--- config.mk ---
export PLATFORM = sky130hd
export DESIGN_NAME = dest_mac_filter
export DESIGN_NICKNAME = d
export VERILOG_FILES = /design/src/rtl/filter_pkg.sv /design/src/rtl/stream_reg_slice.sv /design/src/rtl/dest_mac_filter.sv
export SDC_FILE = /design/constraint.sdc
export NUM_CORES = 1
export LEC_CHECK = 0
export CAP_MARGIN = 10
export CORE_MARGIN = 5
export CORE_UTILIZATION = 51
export CTS_CLUSTER_DIAMETER = 40
export DETAILED_ROUTE_END_ITERATION = 12
export GPL_ROUTABILITY_DRIVEN = 0
export PLACE_DENSITY = 0.87
export SLEW_MARGIN = 20
export SYNTH_ARGS = -nofsm -noshare
export SYNTH_HDL_FRONTEND = slang
export SYNTH_SLANG_ARGS = --single-unit
--- constraint.sdc ---
create_clock -name clk -period 5.95 [get_ports clk]
set_clock_uncertainty 0.1 [all_clocks]
set_input_delay 0.595 -clock clk [delete_from_list [all_inputs] [get_ports clk]]
set_output_delay 0.595 -clock clk [all_outputs]
set_load 0.005 [all_outputs]
--- src/rtl/filter_pkg.sv ---
// Shared definitions for the destination-address filter.
//   state_t     : filter control states
//   BCAST_ADDR  : all-ones broadcast address
//   MCAST_BIT   : I/G bit of the first transmitted octet
//   addr_match  : address acceptance rule for one destination address
package filter_pkg;

  typedef enum logic [1:0] {
    IDLE,
    EVAL,
    PASS,
    DROP
  } state_t;

  localparam logic [47:0] BCAST_ADDR = 48'hFFFF_FFFF_FFFF;
  localparam int unsigned MCAST_BIT  = 40;

  // Broadcast is excluded from the multicast rule so that accept_bcast alone
  // decides whether broadcast traffic is taken.
  function automatic logic addr_match(
    input logic [47:0] dest,
    input logic [47:0] local_mac,
    input logic        promisc,
    input logic        accept_bcast,
    input logic        accept_mcast
  );
    logic is_bcast;
    is_bcast = (dest == BCAST_ADDR);
    return promisc
        || (dest == local_mac)
        || (is_bcast && accept_bcast)
        || (dest[MCAST_BIT] && accept_mcast && !is_bcast);
  endfunction

endpackage

--- src/rtl/stream_reg_slice.sv ---
// One-entry registered valid/ready stage.
//   clk, rst             : clock, synchronous active-high reset
//   in_data/valid/ready  : upstream side
//   out_data/valid/ready : downstream side, fully registered
// Accepts a new word whenever empty or the held word is leaving, giving full
// throughput with 1-cycle latency. Output data is stable while stalled.
module stream_reg_slice #(
  parameter int unsigned W = 33
) (
  input  logic         clk,
  input  logic         rst,
  input  logic [W-1:0] in_data,
  input  logic         in_valid,
  output logic         in_ready,
  output logic [W-1:0] out_data,
  output logic         out_valid,
  input  logic         out_ready
);

  assign in_ready = !out_valid || out_ready;

  always_ff @(posedge clk) begin
    if (rst) begin
      out_valid <= 1'b0;
      out_data  <= '0;
    end else if (in_ready) begin
      out_valid <= in_valid;
      if (in_valid) begin
        out_data <= in_data;
      end
    end
  end

endmodule

--- src/rtl/dest_mac_filter.sv ---
// Per-packet destination-address / length filter.
//   clk, rst                       : clock, synchronous active-high reset
//   s_data/valid/ready/last        : buffered upstream stream
//   s_dest_addr, s_length          : per-packet metadata (length is beats-1)
//   up_drop                        : one-cycle pulse, upstream flushes its packet
//   m_data/valid/ready/last        : forwarded stream (registered slice)
//   local_mac, promisc,
//   accept_bcast, accept_mcast     : filter configuration
//   clear_counters                 : clears cnt_pass / cnt_drop
//   cnt_pass, cnt_drop             : saturating packet statistics
module dest_mac_filter
  import filter_pkg::*;
#(
  parameter int unsigned STREAM_W  = 32,
  parameter int unsigned MIN_BEATS = 2,
  parameter int unsigned MAX_BEATS = 255,
  parameter int unsigned CNT_W     = 32
) (
  input  logic                clk,
  input  logic                rst,
  input  logic [STREAM_W-1:0] s_data,
  input  logic                s_valid,
  output logic                s_ready,
  input  logic                s_last,
  input  logic [47:0]         s_dest_addr,
  input  logic [STREAM_W-1:0] s_length,
  output logic                up_drop,
  output logic [STREAM_W-1:0] m_data,
  output logic                m_valid,
  input  logic                m_ready,
  output logic                m_last,
  input  logic [47:0]         local_mac,
  input  logic                promisc,
  input  logic                accept_bcast,
  input  logic                accept_mcast,
  input  logic                clear_counters,
  output logic [CNT_W-1:0]    cnt_pass,
  output logic [CNT_W-1:0]    cnt_drop
);

  localparam logic [STREAM_W:0] MIN_B = (STREAM_W + 1)'(MIN_BEATS);
  localparam logic [STREAM_W:0] MAX_B = (STREAM_W + 1)'(MAX_BEATS);

  state_t              state;
  logic [47:0]         dest_q;
  logic [STREAM_W-1:0] len_q;
  logic                guard_q;

  logic [STREAM_W:0]   beats;
  logic                len_ok;
  logic                accept;
  logic                slice_in_ready;
  logic                slice_in_valid;
  logic                pass_done;

  // One extra bit so length-minus-one of all-ones cannot wrap to zero beats.
  assign beats  = {1'b0, len_q} + (STREAM_W + 1)'(1);
  assign len_ok = (beats >= MIN_B) && (beats <= MAX_B);
  assign accept = addr_match(dest_q, local_mac, promisc, accept_bcast, accept_mcast) && len_ok;

  assign slice_in_valid = (state == PASS) && s_valid;
  assign s_ready        = (state == PASS) && slice_in_ready;
  assign pass_done      = (state == PASS) && s_valid && slice_in_ready && s_last;

  always_ff @(posedge clk) begin
    if (rst) begin
      state   <= IDLE;
      dest_q  <= '0;
      len_q   <= '0;
      guard_q <= 1'b0;
      up_drop <= 1'b0;
    end else begin
      up_drop <= 1'b0;
      unique case (state)
        IDLE: begin
          // After a drop, upstream still shows the flushed packet for a cycle;
          // wait for s_valid to fall before latching new metadata.
          if (guard_q) begin
            if (!s_valid) begin
              guard_q <= 1'b0;
            end
          end else if (s_valid) begin
            dest_q <= s_dest_addr;
            len_q  <= s_length;
            state  <= EVAL;
          end
        end
        EVAL: begin
          if (accept) begin
            state <= PASS;
          end else begin
            state   <= DROP;
            up_drop <= 1'b1;
          end
        end
        PASS: begin
          if (pass_done) begin
            state <= IDLE;
          end
        end
        DROP: begin
          state   <= IDLE;
          guard_q <= 1'b1;
        end
        default: state <= IDLE;
      endcase
    end
  end

  always_ff @(posedge clk) begin
    if (rst || clear_counters) begin
      cnt_pass <= '0;
      cnt_drop <= '0;
    end else begin
      if (pass_done && (cnt_pass != '1)) begin
        cnt_pass <= cnt_pass + CNT_W'(1);
      end
      if ((state == DROP) && (cnt_drop != '1)) begin
        cnt_drop <= cnt_drop + CNT_W'(1);
      end
    end
  end

  stream_reg_slice #(
    .W (STREAM_W + 1)
  ) u_out_slice (
    .clk       (clk),
    .rst       (rst),
    .in_data   ({s_last, s_data}),
    .in_valid  (slice_in_valid),
    .in_ready  (slice_in_ready),
    .out_data  ({m_last, m_data}),
    .out_valid (m_valid),
    .out_ready (m_ready)
  );

endmodule

* Word level (Yosys, flattened, before mapping)
Cells that the tools add are included.
** Operators by class
- Add/subtract/negate cells :: 3
- Magnitude comparators :: 2
- Equal/unequal tests :: 10
- Mux-type cells :: 9
- Bitwise operators :: 2
- Reduce and logical (&&, ||, !) cells :: 24
** Operators by type and width (count)
- $add 32x1->32 const B :: 2
- $ne 32x32->1 const B :: 2
- $eq 48x48->1 :: 1
- $eq 48x48->1 const B :: 1
- $add 32x1->33 const B :: 1
- $ge 33x2->1 const B :: 1
- $le 33x8->1 const B :: 1
- $logic_and 1x1->1 :: 11
- $pmux 2 s4 :: 1
- $mux 2 :: 3
- $ne 2x2->1 const B :: 3
- $reduce_and 3->1 :: 2
- $logic_or 1x1->1 :: 5
- $eq 2x2->1 const B :: 2
- $mux 1 :: 4
- $eq 2x1->1 const B :: 1
- $logic_not 1->1 :: 2
- $logic_not 2->1 :: 1
- $not 1->1 :: 2
- $pmux 1 s2 :: 1
- $reduce_and 2->1 :: 1
- $reduce_bool 2->1 :: 1
- $reduce_or 2->1 :: 1
** Word-level totals
- Flip-flop bits (word level) :: 182
- Output and inout port bits :: 100
- Logic and storage cells :: 59

* Depth between registers and ports, before layout
- Depth in word-level cells :: 7
- Gate-level depth with buffers :: 9

* By module
Synthesis repeated with hierarchy kept, for this count alone.
** Unflattened totals
- Cells, all modules :: 1060
- Area, all modules :: 9006.1 µm²
** Modules (own cells, without submodules)
- dest_mac_filter :: times used 1, cells each 905, area each 7384.6 µm², seq. area each 2962.8 µm²
- stream_reg_slice :: times used 1, cells each 155, area each 1621.6 µm², seq. area each 680.7 µm²

* Least setup slack after synthesis
Ideal clock, no wire load.
- Kind :: register to register
- Start :: reg len_q[1]
- End :: reg state[0]
- Setup time :: 0.130 ns
- Arrival time :: 2.168 ns
- Path slack :: 3.552 ns
- Cell stages (with the launch flop) :: 8
- Buffers on the path :: 0
- Period minus slack after synthesis :: 2.398 ns
- Path through :: dfxtp_1 > ha_1 > nand4_1 > or4_4 > o31ai_2 > o41ai_1 > a2111oi_4 > a21oi_1
** On the way
- Word-level cells in the longest chain between the ends :: 6
- Elaborated cells on any way between the ends :: 7
- Those cells by class :: 1 x add/sub; 2 x order compare; 2 x mux; 2 x reduce/logical
** Ends and longest elaborated chain
- start: declaration :: line dest_mac_filter.sv:46 : logic [STREAM_W-1:0] len_q;
- start signal: assignment :: line dest_mac_filter.sv:84 : len_q <= s_length;
- $add 32x1->33 * :: line dest_mac_filter.sv:57 : assign beats = {1'b0, len_q} + (STREAM_W + 1)'(1);
- $ge 33x2->1 / $le 33x8->1 (equally long branches) :: line dest_mac_filter.sv:58 : assign len_ok = (beats >= MIN_B) && (beats <= MAX_B);
- $logic_and 1x1->1 * :: line dest_mac_filter.sv:58
- $logic_and 1x1->1 * :: line dest_mac_filter.sv:59 : assign accept = addr_match(dest_q, local_mac, promisc, accept_bcast, accept_mcast) && len_ok;
- $mux 1 * :: line dest_mac_filter.sv:89 : if (accept) begin
- $pmux 2 s4 * :: line dest_mac_filter.sv:74 : unique case (state)
- end signal: assignment :: line dest_mac_filter.sv:67 : state <= IDLE;
- end signal: assignment :: line dest_mac_filter.sv:90 : state <= PASS;
- end signal: assignment :: line dest_mac_filter.sv:92 : state <= DROP;
- end: declaration :: line dest_mac_filter.sv:44 : state_t state;
Mark *: on every way between the ends. The rest lies on a longest branch, timed or not.
A chain may end at the register's enable or synchronous reset.

* Worst setup path after layout
- Start :: reg cnt_drop[6]
- End :: reg cnt_drop[14]
** On the way
- Word-level cells in the longest chain between the ends :: 2
- Elaborated cells on any way between the ends :: 3
- Those cells by class :: 1 x add/sub; 1 x eq/ne; 1 x reduce/logical
** Ends and longest elaborated chain
- start: declaration :: line dest_mac_filter.sv:38 : output logic [CNT_W-1:0] cnt_drop
- start signal: assignment :: line dest_mac_filter.sv:119 : cnt_drop <= cnt_drop + CNT_W'(1);
- branches (longest 2 deep; another with $add 32x1->32)
Parallel ways; which one is timed is not known.

==> results by group <==
Run status
  • Status: finished, final reports clean

Global routing
  • Grt ovf: 0
  • First-pass GRT wire length: 41.1 mm
  • Antenna violations before repair: 0
  • M1 GR Usage: 31.1%
  • Vias in the first global route: 8096
  • M2 GR Usage: 44.1%
  • GR peak layer: met2
  • Met3 GRT Util: 8.37%
  • GRT Overall Usage: 25.8%
  • Largest net degree at the start of global routing: 81

Hold path
  • Hold path depth: 2
  • Hold Startpoint: u_out_slice.out_data[32]$_SDFFE_PP0P_
  • Hold Crit Class: reg2reg
  • Hold path endpoint: u_out_slice.out_data[32]$_SDFFE_PP0P_

Setup path
  • Crit start category: flop
  • Crit path arrival time: 2920 ps
  • Worst-path maximum fanout: 12
  • Flop-to-flop setup slack: 3220 ps
  • Worst path max stage delay: 640 ps
  • Slowest CP cell: nor4_1
  • Largest delay share family, worst path: simple AND/OR/NAND/NOR gates
  • Worst Reg2Reg Path Length in Cells: 7
  • RR Endpoint: cnt_drop[14]$_SDFFE_PP0P_
  • Worst path buffer plus inverter count: 0
  • CP Class: reg2reg
  • Critical Path RT: 6140 ps
  • Crit end category: flop
  • Crit Reg-Reg Startpoint: cnt_drop[6]$_SDFFE_PP0P_
  • Critical path, cell by cell: and4_1 -> nand4_1 -> nor4_1 -> nor2_1 -> nand3_1 -> xor2_1 -> nor2_1
  • CP dominant cell by count: nor2_1

Clocking
  • Post-CTS setup buffers: 0
  • Clock Latency Late Sink: 430 ps
  • Post_cts resized: 0
  • Total CTS buffers: 17
  • CTS sink count: 182
  • Deepest clock path buffer count: 2
  • H-tree depth: 4
  • Root buffer cell: clkbuf_16
  • Worst-path clk slew: 70 ps
  • CTS tree: yes
  • Hold-fix buffers, CTS: 0

Routing
  • DRC: 0
  • Routed vias/inst: 5.45
  • Initial DRC count: 449
  • Routed len/inst: 16.7 µm
  • DR pass1 iterations: 5
  • Antenna-violating nets left: 0
  • Via count: 8377
  • Total routed wirelength: 25.6 mm

Synthesis
  • Top-area cell type share of the netlist area: 42.7%
  • Post-synthesis cell area: 8530 µm²
  • EDFF count, synth: 0
  • Post-synth net total: 1243
  • Ranking of synthesized cells by area: dfxtp_1 (43%), nand2_1 (12%), xor2_1 (8.2%)
  • Area leader, netlist: dfxtp_1
  • Async SR Flop Fraction: 0%
  • Synth unique cells: 52
  • Synthesis Warnings: 0
  • Avg Cell Area, Syn: 8.02 µm²
  • Seq cells post-synth: 182
  • Sequential area share after synthesis: 42.7%
  • Cells after synthesis: 1064
  • Most used flip-flop cell after synthesis: dfxtp_1

Die
  • Core outline area: 16500 µm²
  • Total die area: 19400 µm²
  • Die height: 139 µm
  • I/O pin count: 269
  • Initial Util: 51.6%
  • FP Rows: 47
  • Die width: 139 µm

Layout
  • Layout area overhead: 39.4%
  • Most frequent cells in the layout: clkdlybuf4s50_1 (267), nand2_1 (263), dfxtp_1 (182)
  • ANT cells: 0
  • Layout cell share with drive strength beyond 1: 4.78%
  • Most common cell after layout, fill and taps aside: clkdlybuf4s50_1
  • Final net count: 1483

Power and ir drop
  • Sw Pwr: 0.000991 W
  • Sw frac: 29.8%
  • Tot Pwr: 0.00333 W
  • Maximum resistive drop on vdd: 235 µV
  • Combinational share of power: 21.0%
  • Pwr dens: 280 nW/µm²
  • Flop pwr share: 43.9%
  • Cell Int Power: 0.00234 W
  • Clock network power share: 35.1%
  • P_leak: 4.22 nW

STA
  • Final hold viol count: 0
  • Final hold slack: 353 ps
  • Period Utilization, post-route: 45.9%
  • Clock period minus worst slack: 2730 ps
  • Slew Viols, Final: 0
  • Upper clock frequency limit: 366 MHz
  • Setup TNS Final: 0 ps
  • Pin slew with the least headroom to its limit: 950 ps
  • RSZ-0062 raised after global routing: false
  • Final setup vio count: 0
  • Rel. slew slack: 36.5%

Job
  • Max Cap Viol: 0

Placement
  • Final HPWL DP: 18.4 mm
  • Port Buf Inserts: 268
[worst register-to-register path: cells and delay by family, from the launching register on]
| kind | cells | cell delay [ps] |
|---|---|---|
| simple gates | 6 | 1820 |
| flops | 1 | 460 |
| xor+xnor | 1 | 210 |
[area by class of cell]
cell class | count | area (µm²)
clock inverters | 14 | 173
flip-flops and latches | 182 | 3640
well taps | 220 | 275
inverters | 18 | 67.6
clock buffers | 18 | 439
fillers | 1244 | 4620
multi-input cells | 813 | 4590
repair buffers | 272 | 2710
[synthesized netlist by cell type, types with 4 or more instances]
cell and instances:
nand2_1 264, dfxtp_1 182, a21oi_1 139, xor2_1 80, nor2_1 67, clkbuf_1 47
nand4_1 42, nand3_1 32, xnor2_1 22, nor4_1 21, inv_1 18, o21ai_0 18
or3_1 18, nor3_1 17, and4_1 12, and3_1 11, ha_1 10, and2_1 7
mux2i_1 7, nand2b_1 6, nor4_4 4, or2_2 4
[cells by family after synthesis]
family                     Yosys count  share of synthesized area (%)
and+or+nand+nor                    514                           28.9
DFF                                182                           42.7
AOI/OAI and AO/OA                  179                           11.8
buffers and inverters               69                           3.72
xor gates and xnor gates           102                           10.5
muxes                                8                          0.953
adders and majority gates           10                           1.47
[power groups by stage]
stage               Sequential, W  Combinational [W]  Clock (W)
finish                    0.00146           0.000699    0.00117
global route              0.00148           0.000773    0.00124
CTS                       0.00146           0.000699    0.00119
detailed placement        0.00149           0.000693          0
global placement          0.00148           0.000677          0
floorplan                 0.00145           0.000463          0
[state kept, by name (all words and copies together), names as in the netlist]
| register | count |
|---|---|
| state | 2 |
| u_out_slice.out_valid | 1 |
| dest_q | 48 |
| u_out_slice.out_data | 33 |
| up_drop | 1 |
| guard_q | 1 |
| cnt_drop | 32 |
| len_q | 32 |
| cnt_pass | 32 |
[worst max path at each step]
stage,cells past startpoint,from,end
floorplan,7,len_q[1]$_SDFFE_PP0P_,state[0]$_SDFFE_PP0P_
finish,7,cnt_drop[6]$_SDFFE_PP0P_,cnt_drop[14]$_SDFFE_PP0P_
detailed placement,6,s_valid,dest_q[46]$_SDFFE_PP0P_
global route,7,cnt_drop[6]$_SDFFE_PP0P_,cnt_drop[14]$_SDFFE_PP0P_
CTS,7,len_q[1]$_SDFFE_PP0P_,up_drop$_SDFF_PP0_
global placement,6,s_valid,dest_q[39]$_SDFFE_PP0P_
[routing by layer]
layer,share of wire (%),up-vias
met5,0,-
met3,8.2,41
met4,2.2,0
li1,-,4116
met1,40,3919
met2,50,301
[per-stage QoR]
stage | cells | setup WS, ps | util [%] | instance area [µm²]
finish | 1537 | 3220 | 72.0 | 11900
global placement | 1505 | 2950 | 68.3 | 11300
CTS | 1537 | 3250 | 72.0 | 11900
global route | 1537 | 3000 | 72.0 | 11900
detailed placement | 1505 | 2880 | 68.3 | 11300
floorplan | 1064 | 3550 | - | 8530
No activity file was read; power rests on OpenSTA's default activity.
